File: src/rtl/mem_arbiter_32.sv
// Two-port round-robin arbiter in front of a single fixed-latency 32-bit memory.
// One access in flight at a time: IDLE -> BUSY (MEM_LAT cycles) -> RESP (ack pulse) -> IDLE.
module mem_arbiter_32 #(
  parameter int unsigned MEM_LAT = 2
) (
  input  logic        clk,
  input  logic        rst_n,
  input  logic        req0,
  input  logic        req1,
  input  logic [31:0] addr0,
  input  logic [31:0] addr1,
  input  logic [31:0] wdata0,
  input  logic [31:0] wdata1,
  input  logic        we0,
  input  logic        we1,
  output logic        ack0,
  output logic        ack1,
  output logic [31:0] rdata,
  output logic        mem_sel,
  output logic [31:0] mem_addr,
  output logic [31:0] mem_wdata,
  output logic        mem_en,
  output logic        mem_we,
  input  logic [31:0] mem_rdata,
  output logic        busy
);

  typedef enum logic [1:0] {
    IDLE = 2'd0,
    BUSY = 2'd1,
    RESP = 2'd2
  } state_e;

  localparam logic [3:0] LAT_M1 = 4'(MEM_LAT - 1);

  state_e      state_q, state_d;
  logic [3:0]  cnt_q, cnt_d;
  logic        sel_q, sel_d;
  logic        last_q, last_d;
  logic [31:0] rdata_q, rdata_d;
  logic        winner;

  // Single requester wins outright; on a tie the port not granted last time wins.
  assign winner = (req0 && req1) ? ~last_q : req1;

  // NOTE: state registers use non-blocking assignments and reset asynchronously;
  // last_q resets to 1 so that port 0 wins the first tie after reset.
  always_ff @(posedge clk or negedge rst_n) begin
    if (!rst_n) begin
      state_q <= IDLE;
      cnt_q   <= '0;
      sel_q   <= 1'b0;
      last_q  <= 1'b1;
      rdata_q <= '0;
    end else begin
      state_q <= state_d;
      cnt_q   <= cnt_d;
      sel_q   <= sel_d;
      last_q  <= last_d;
      rdata_q <= rdata_d;
    end
  end

  // NOTE: every signal written here gets a default first, so no latch can be inferred.
  always_comb begin
    state_d = state_q;
    cnt_d   = cnt_q;
    sel_d   = sel_q;
    last_d  = last_q;
    rdata_d = rdata_q;
    mem_en  = 1'b0;
    mem_we  = 1'b0;
    ack0    = 1'b0;
    ack1    = 1'b0;

    unique case (state_q)
      IDLE: begin
        if (req0 || req1) begin
          sel_d   = winner;
          last_d  = winner;
          cnt_d   = LAT_M1;
          state_d = BUSY;
        end
      end
      BUSY: begin
        mem_en = 1'b1;
        mem_we = sel_q ? we1 : we0;
        if (cnt_q == 4'd0) begin
          rdata_d = mem_rdata;
          state_d = RESP;
        end else begin
          cnt_d = cnt_q - 4'd1;
        end
      end
      RESP: begin
        ack0    = ~sel_q;
        ack1    = sel_q;
        state_d = IDLE;
      end
      default: state_d = IDLE;
    endcase
  end

  assign mem_sel   = sel_q;
  assign mem_addr  = sel_q ? addr1 : addr0;
  assign mem_wdata = sel_q ? wdata1 : wdata0;
  assign rdata     = rdata_q;
  assign busy      = (state_q != IDLE);

endmodule

File: config.mk
export PLATFORM = sky130hd
export DESIGN_NAME = mem_arbiter_32
export DESIGN_NICKNAME = d
export VERILOG_FILES = /design/src/rtl/mem_arbiter_32.sv
export SDC_FILE = /design/constraint.sdc
export NUM_CORES = 1
export LEC_CHECK = 0
export BUFFER_PORTS_ARGS = -buffer_cell sky130_fd_sc_hd__buf_2
export CORE_AREA = 2 2 103 105
export CTS_CLUSTER_DIAMETER = 200
export CTS_CLUSTER_SIZE = 12
export DETAILED_ROUTE_END_ITERATION = 10
export DIE_AREA = 0 0 105 107
export PLACE_DENSITY = 0.63
export SYNTH_ARGS = -nofsm -noshare
export SYNTH_HDL_FRONTEND = slang
export SYNTH_SLANG_ARGS = --single-unit
File: constraint.sdc
create_clock -name clk -period 1.5 [get_ports clk]
set_input_delay 0.225 -clock clk [delete_from_list [all_inputs] [get_ports clk]]
set_output_delay 0.225 -clock clk [all_outputs]
set_load 0.01 [all_outputs]
==> Word level (Yosys, flattened, before mapping) <==
Cells that the tools add are included.
{ "totals": {"regBits": 40, "out_inout_bits": 102, "elab_cells": 37} }
{ "op_classes": {"add_sub_neg": 1, "eq_ne": 5, "n_mux": 14, "bitwise": 2, "n_reduce_logical": 10} }
{ "op_table": {"columns": ["operator", "count"], "rows": [
  ["$mux 32", 2],
  ["$mux 4", 2],
  ["$pmux 4 s2", 1],
  ["$mux 1", 6],
  ["$ne 2x2->1 const B", 3],
  ["$reduce_and 2->1", 3],
  ["$logic_not 4->1", 1],
  ["$mux 2", 2],
  ["$pmux 2 s2", 1],
  ["$reduce_bool 2->1", 2],
  ["$sub 4x1->4 const B", 1],
  ["$reduce_and 3->1", 1],
  ["$eq 2x1->1 const B", 1],
  ["$eq 2x2->1 const B", 1],
  ["$logic_not 2->1", 1],
  ["$not 1->1", 2],
  ["$logic_and 1x1->1", 1],
  ["$logic_or 1x1->1", 1]
]} }

==> Depth between registers and ports, before layout <==
{ "logic_depth": {"ltp_word": 3, "ltp_mapped": 5, "ltp_nobuf": 5} }

==> Worst setup path before layout <==
OpenSTA, ideal clock, no wires.
{ "synth_path": {"path_kind": "reg2out", "start": "register sel_q, in the netlist mem_sel", "end": "output port mem_wdata[15]", "arrival_ns": 1.341, "path_slack_ns": -0.066, "stages_incl_launch_ff": 5, "n_path_buf": 3, "path_cell_list": "dfrtp_1 > clkbuf_1 > buf_2 > buf_2 > mux2_2"} }
{ "synth_between": {"elab_chain_cells": 1} }
{ "synth_rtl": {"columns": ["item", "line", "rtl"], "rows": [
  ["from (decl)", "38", "logic sel_q, sel_d;"],
  ["from (signal assigned)", "58", "sel_q <= sel_d;"],
  ["$mux 32", "106", "assign mem_wdata = sel_q ? wdata1 : wdata0;"],
  ["to (decl)", "21", "output logic [31:0] mem_wdata,"]
]} }
Every way passes these cells.

==> Worst setup path after layout <==
{ "layout_path": {"start": "register sel_q, in the netlist mem_sel", "end": "output port mem_addr[21]"} }
{ "layout_between": {"elab_chain_cells": 1} }
{ "layout_rtl": {"columns": ["item", "line", "rtl"], "rows": [
  ["$mux 32", "105", "assign mem_addr = sel_q ? addr1 : addr0;"],
  ["to (decl)", "20", "output logic [31:0] mem_addr,"]
]} }
Every way passes these cells.

==> summary.log <==
INFO  setup_path     worstReg2RegStart=state_q[0]$_DFFE_PN0P_
INFO  setup_path     worstSetupEndpointType=output port
INFO  clock_tree     cts_num_sinks=40
INFO  global_routing grt_first_pass_wirelength=13.7mm
INFO  final_layout   number_of_fill_cells_in_the_layout=940
INFO  sta            grt_setup_unrepaired=true
INFO  logic_synthesis synthesis.area=0.00251sqmm
INFO  logic_synthesis async_set_or_reset_register_ratio_after_synthesis=100%
INFO  logic_synthesis synthesis.nets=352
INFO  sta            worst_slew_pin_slew=409ps
INFO  final_layout   antenna_cells=0
INFO  clock_tree     cts_htree_levels=2
INFO  die            initial_cell_density_of_the_core=24.8%
INFO  setup_path     critical_path.startpoint_type=flop
INFO  setup_path     path_class=flop to output port
INFO  clock_tree     insertion_delay=290ps
INFO  die            fp.coreArea=0.0101sqmm
INFO  clock_tree     clockRootBuffer=sky130_fd_sc_hd__clkbuf_8
INFO  final_layout   multi_input_comb_area=0.00143sqmm
INFO  logic_synthesis syn_area_per_cell=13.6squm
INFO  pwr            cellLeakagePower=2.48nW
INFO  clock_tree     cts_tree=yes
INFO  drt            total_routed_length=9.64mm
INFO  sta            worst_slew_margin_rel=72.7%
INFO  logic_synthesis synth_enable_flop_cells=0
INFO  logic_synthesis synth_top_cells_by_count=sky130_fd_sc_hd__mux2_2, sky130_fd_sc_hd__dfrtp_1, sky130_fd_sc_hd__mux2_4
INFO  final_layout   regArea=0.00100sqmm
INFO  run            timing.max_cap.violations=0
INFO  global_routing number_of_global_route_vias_before_repair=2639
INFO  logic_synthesis ys_seq_elements=40
INFO  die            num_io_pins=268
INFO  die            die_height=107um
INFO  setup_path     critical_path.endpoint=mem_addr[21]
INFO  logic_synthesis dominantRegCellSynth=sky130_fd_sc_hd__dfrtp_1
INFO  setup_path     timing.critical_path.arrival=1490ps
INFO  pwr            power.ir.vdd_worst=1.06mV
INFO  final_layout   final_cell_count_no_fill=606
INFO  logic_synthesis synth_sequential_area_ratio=40.0%
INFO  global_routing gr-usage-all-layers=15.5%
INFO  placed_design  gpl.final_weighted_congestion=0.808
INFO  pwr            cellPowerDensity=1900mW/mm^2
INFO  global_routing pin_count_of_the_biggest_net_entering_global_routing=25
INFO  placed_design  dpl_worst_slack=51.7ps
INFO  setup_path     r2r-end=rdata[3]$_DFFE_PN0P_
INFO  clock_tree     path_clk_slew=80ps
INFO  die            dieArea=0.0112sqmm
INFO  logic_synthesis syn-instance-count=185
INFO  drt            vias=2613
INFO  clock_tree     clk_path_buf_depth=2
INFO  worst_hold_path hold_path_class=input pin to flop
INFO  drt            drt_drc_violations_left=0
INFO  setup_path     worst-path-max-fanout=8
INFO  sta            fin_ws=-214ps
INFO  setup_path     reg2reg_depth=5
INFO  run_status     violations_in_the_final_reports=setup timing
INFO  setup_path     regToRegSetupSlack=70ps
INFO  logic_synthesis yosys.cell_count.top_type=sky130_fd_sc_hd__mux2_2
INFO  sta            setup_viol=68
INFO  drt            drt-wirelength-per-cell=15.9um
INFO  final_layout   post-route-cell-area=0.00461sqmm
INFO  logic_synthesis yosysTopAreaCell=sky130_fd_sc_hd__dfrtp_1
INFO  pwr            totalPowerFinal=8.77mW
INFO  setup_path     critPathRequiredTime=1270ps
INFO  sta            min_period=1710ps
INFO  sta            part_of_the_cycle_the_worst_path_needs=114%
INFO  final_layout   layout-drive-gt1-share=84.9%
INFO  sta            timing_max_transition_violations_final=0
INFO  final_layout   layout-area-overhead-vs-synth=83.7%
INFO  logic_synthesis netlist_top_cells_area=sky130_fd_sc_hd__dfrtp_1, sky130_fd_sc_hd__mux2_2, sky130_fd_sc_hd__mux2_4, sky130_fd_sc_hd__buf_2, sky130_fd_sc_hd__buf_6
INFO  logic_synthesis post-synth-top-area-fraction=38.9%
INFO  die            rows=37
INFO  placed_design  placedCellCount=591
INFO  placed_design  hpwl=7.54mm
INFO  drt            vias_per_cell=4.31
INFO  placed_design  place.port_buffers=267
INFO  sta            fin_setup_tns=-10980ps
INFO  logic_synthesis yosysUniqueCellTypes=28
INFO  global_routing antenna_found_initial=0
INFO  final_layout   final_core_util=45.6%
INFO  sta            final_skew=9.86ps
INFO  drt            drtPass1Iterations=4
INFO  setup_path     cp-startpoint=mem_sel$_DFFE_PN0P_
INFO  run_status     run_status=finished with violations
INFO  die            die_width=105um
INFO  drt            drt-initial-drc-count=121
INFO  sta            hold_viol=0
INFO  global_routing grt-ovfl-total=0
INFO  sta            maxClockFrequency=0.584GHz
INFO  drt            final_antenna_net_count=0
INFO  final_layout   layout.nets=636
INFO  placed_design  placement.cell_area=0.00410sqmm
INFO  clock_tree     tritoncts_buffers=5
INFO  sta            timing.hold.ws=150ps
INFO  logic_synthesis yosys_warning_total=0
final cells by class:
class | instances | area share (%)
Timing Repair Buffer | 288 | 40.8
Multi-Input combinational cell | 127 | 31.1
Sequential cell | 40 | 21.8
Tap cell | 136 | 3.69
Clock buffer | 7 | 1.87
Inverter | 7 | 0.570
Clock inverter | 1 | 0.163
logic make-up after synthesis:
family	share of synthesized area, %
AND/OR/NAND/NOR	4.04
AO/OA/AOI/OAI	2.89
buffers and inverters	3.94
multiplexers	48.7
adder cells (fa/ha/maj)	0.499
flip-flops	40.0
where the power goes:
group,internal [mW],switching [mW],leakage [nW]
registers,1.65,0.331,0.470
logic,3.58,2.47,1.96
clock network,0.374,0.366,0.0445
total,5.60,3.17,2.48
worst max-delay path: stages, from the launching register on:
cell                        delay, ps
sky130_fd_sc_hd__dfrtp_2          430
sky130_fd_sc_hd__buf_12           150
sky130_fd_sc_hd__clkbuf_16        160
sky130_fd_sc_hd__mux2_4           330
sky130_fd_sc_hd__buf_6            130
timing repair:
action	in CTS	in global routing
resized for setup	42	10
hold buffers	1	0
cloned	2	1
hold endpoints to repair	15	0
endpoints found under the setup margin	67	68
buffers inserted	2	1
cells in the final DEF (no fill, tap or decap), drive strengths merged:
cell type / n
a21boi: 1
nand4b: 1
clkbuf: 8
nand2: 4
or2: 1
nor2: 3
dlygate4sd3: 1
clkinvlp: 1
mux2: 96
a21o: 1
a21oi: 2
a31o: 1
a211oi: 1
nor3b: 1
dfstp: 1
ha: 1
o21ai: 3
and3: 1
dfrtp: 39
inv: 7
mux2i: 3
nor3: 3
a32o: 1
a31oi: 1
nand3: 1
nand2b: 1
buf: 286
registers in the layout, indices dropped and copies added, names as in the netlist:
name,cells
rdata,32
cnt_q,4
state_q,2
last_q,1
mem_sel,1
worst min path at each step:
stage	startpoint	to	depth (start not counted)
floorplan	rst_n	cnt_q[0]$_DFFE_PN0P_	0
global placement	rst_n	rdata[7]$_DFFE_PN0P_	1
detailed placement	rst_n	rdata[7]$_DFFE_PN0P_	1
CTS	req0	last_q$_DFFE_PN1P_	2
global route	mem_rdata[21]	rdata[21]$_DFFE_PN0P_	2
finish	req0	last_q$_DFFE_PN1P_	2
per-layer routing:
layer	vias to the layer above	global-route usage, %	part of all wire [%]
li1	1238	-	-
met1	1224	17.7	38
met2	141	28.6	53
met3	10	3.77	7.6
met4	0	4.48	1.7
met5	-	0	0
Note: power is estimated with default switching activity, not from simulation.
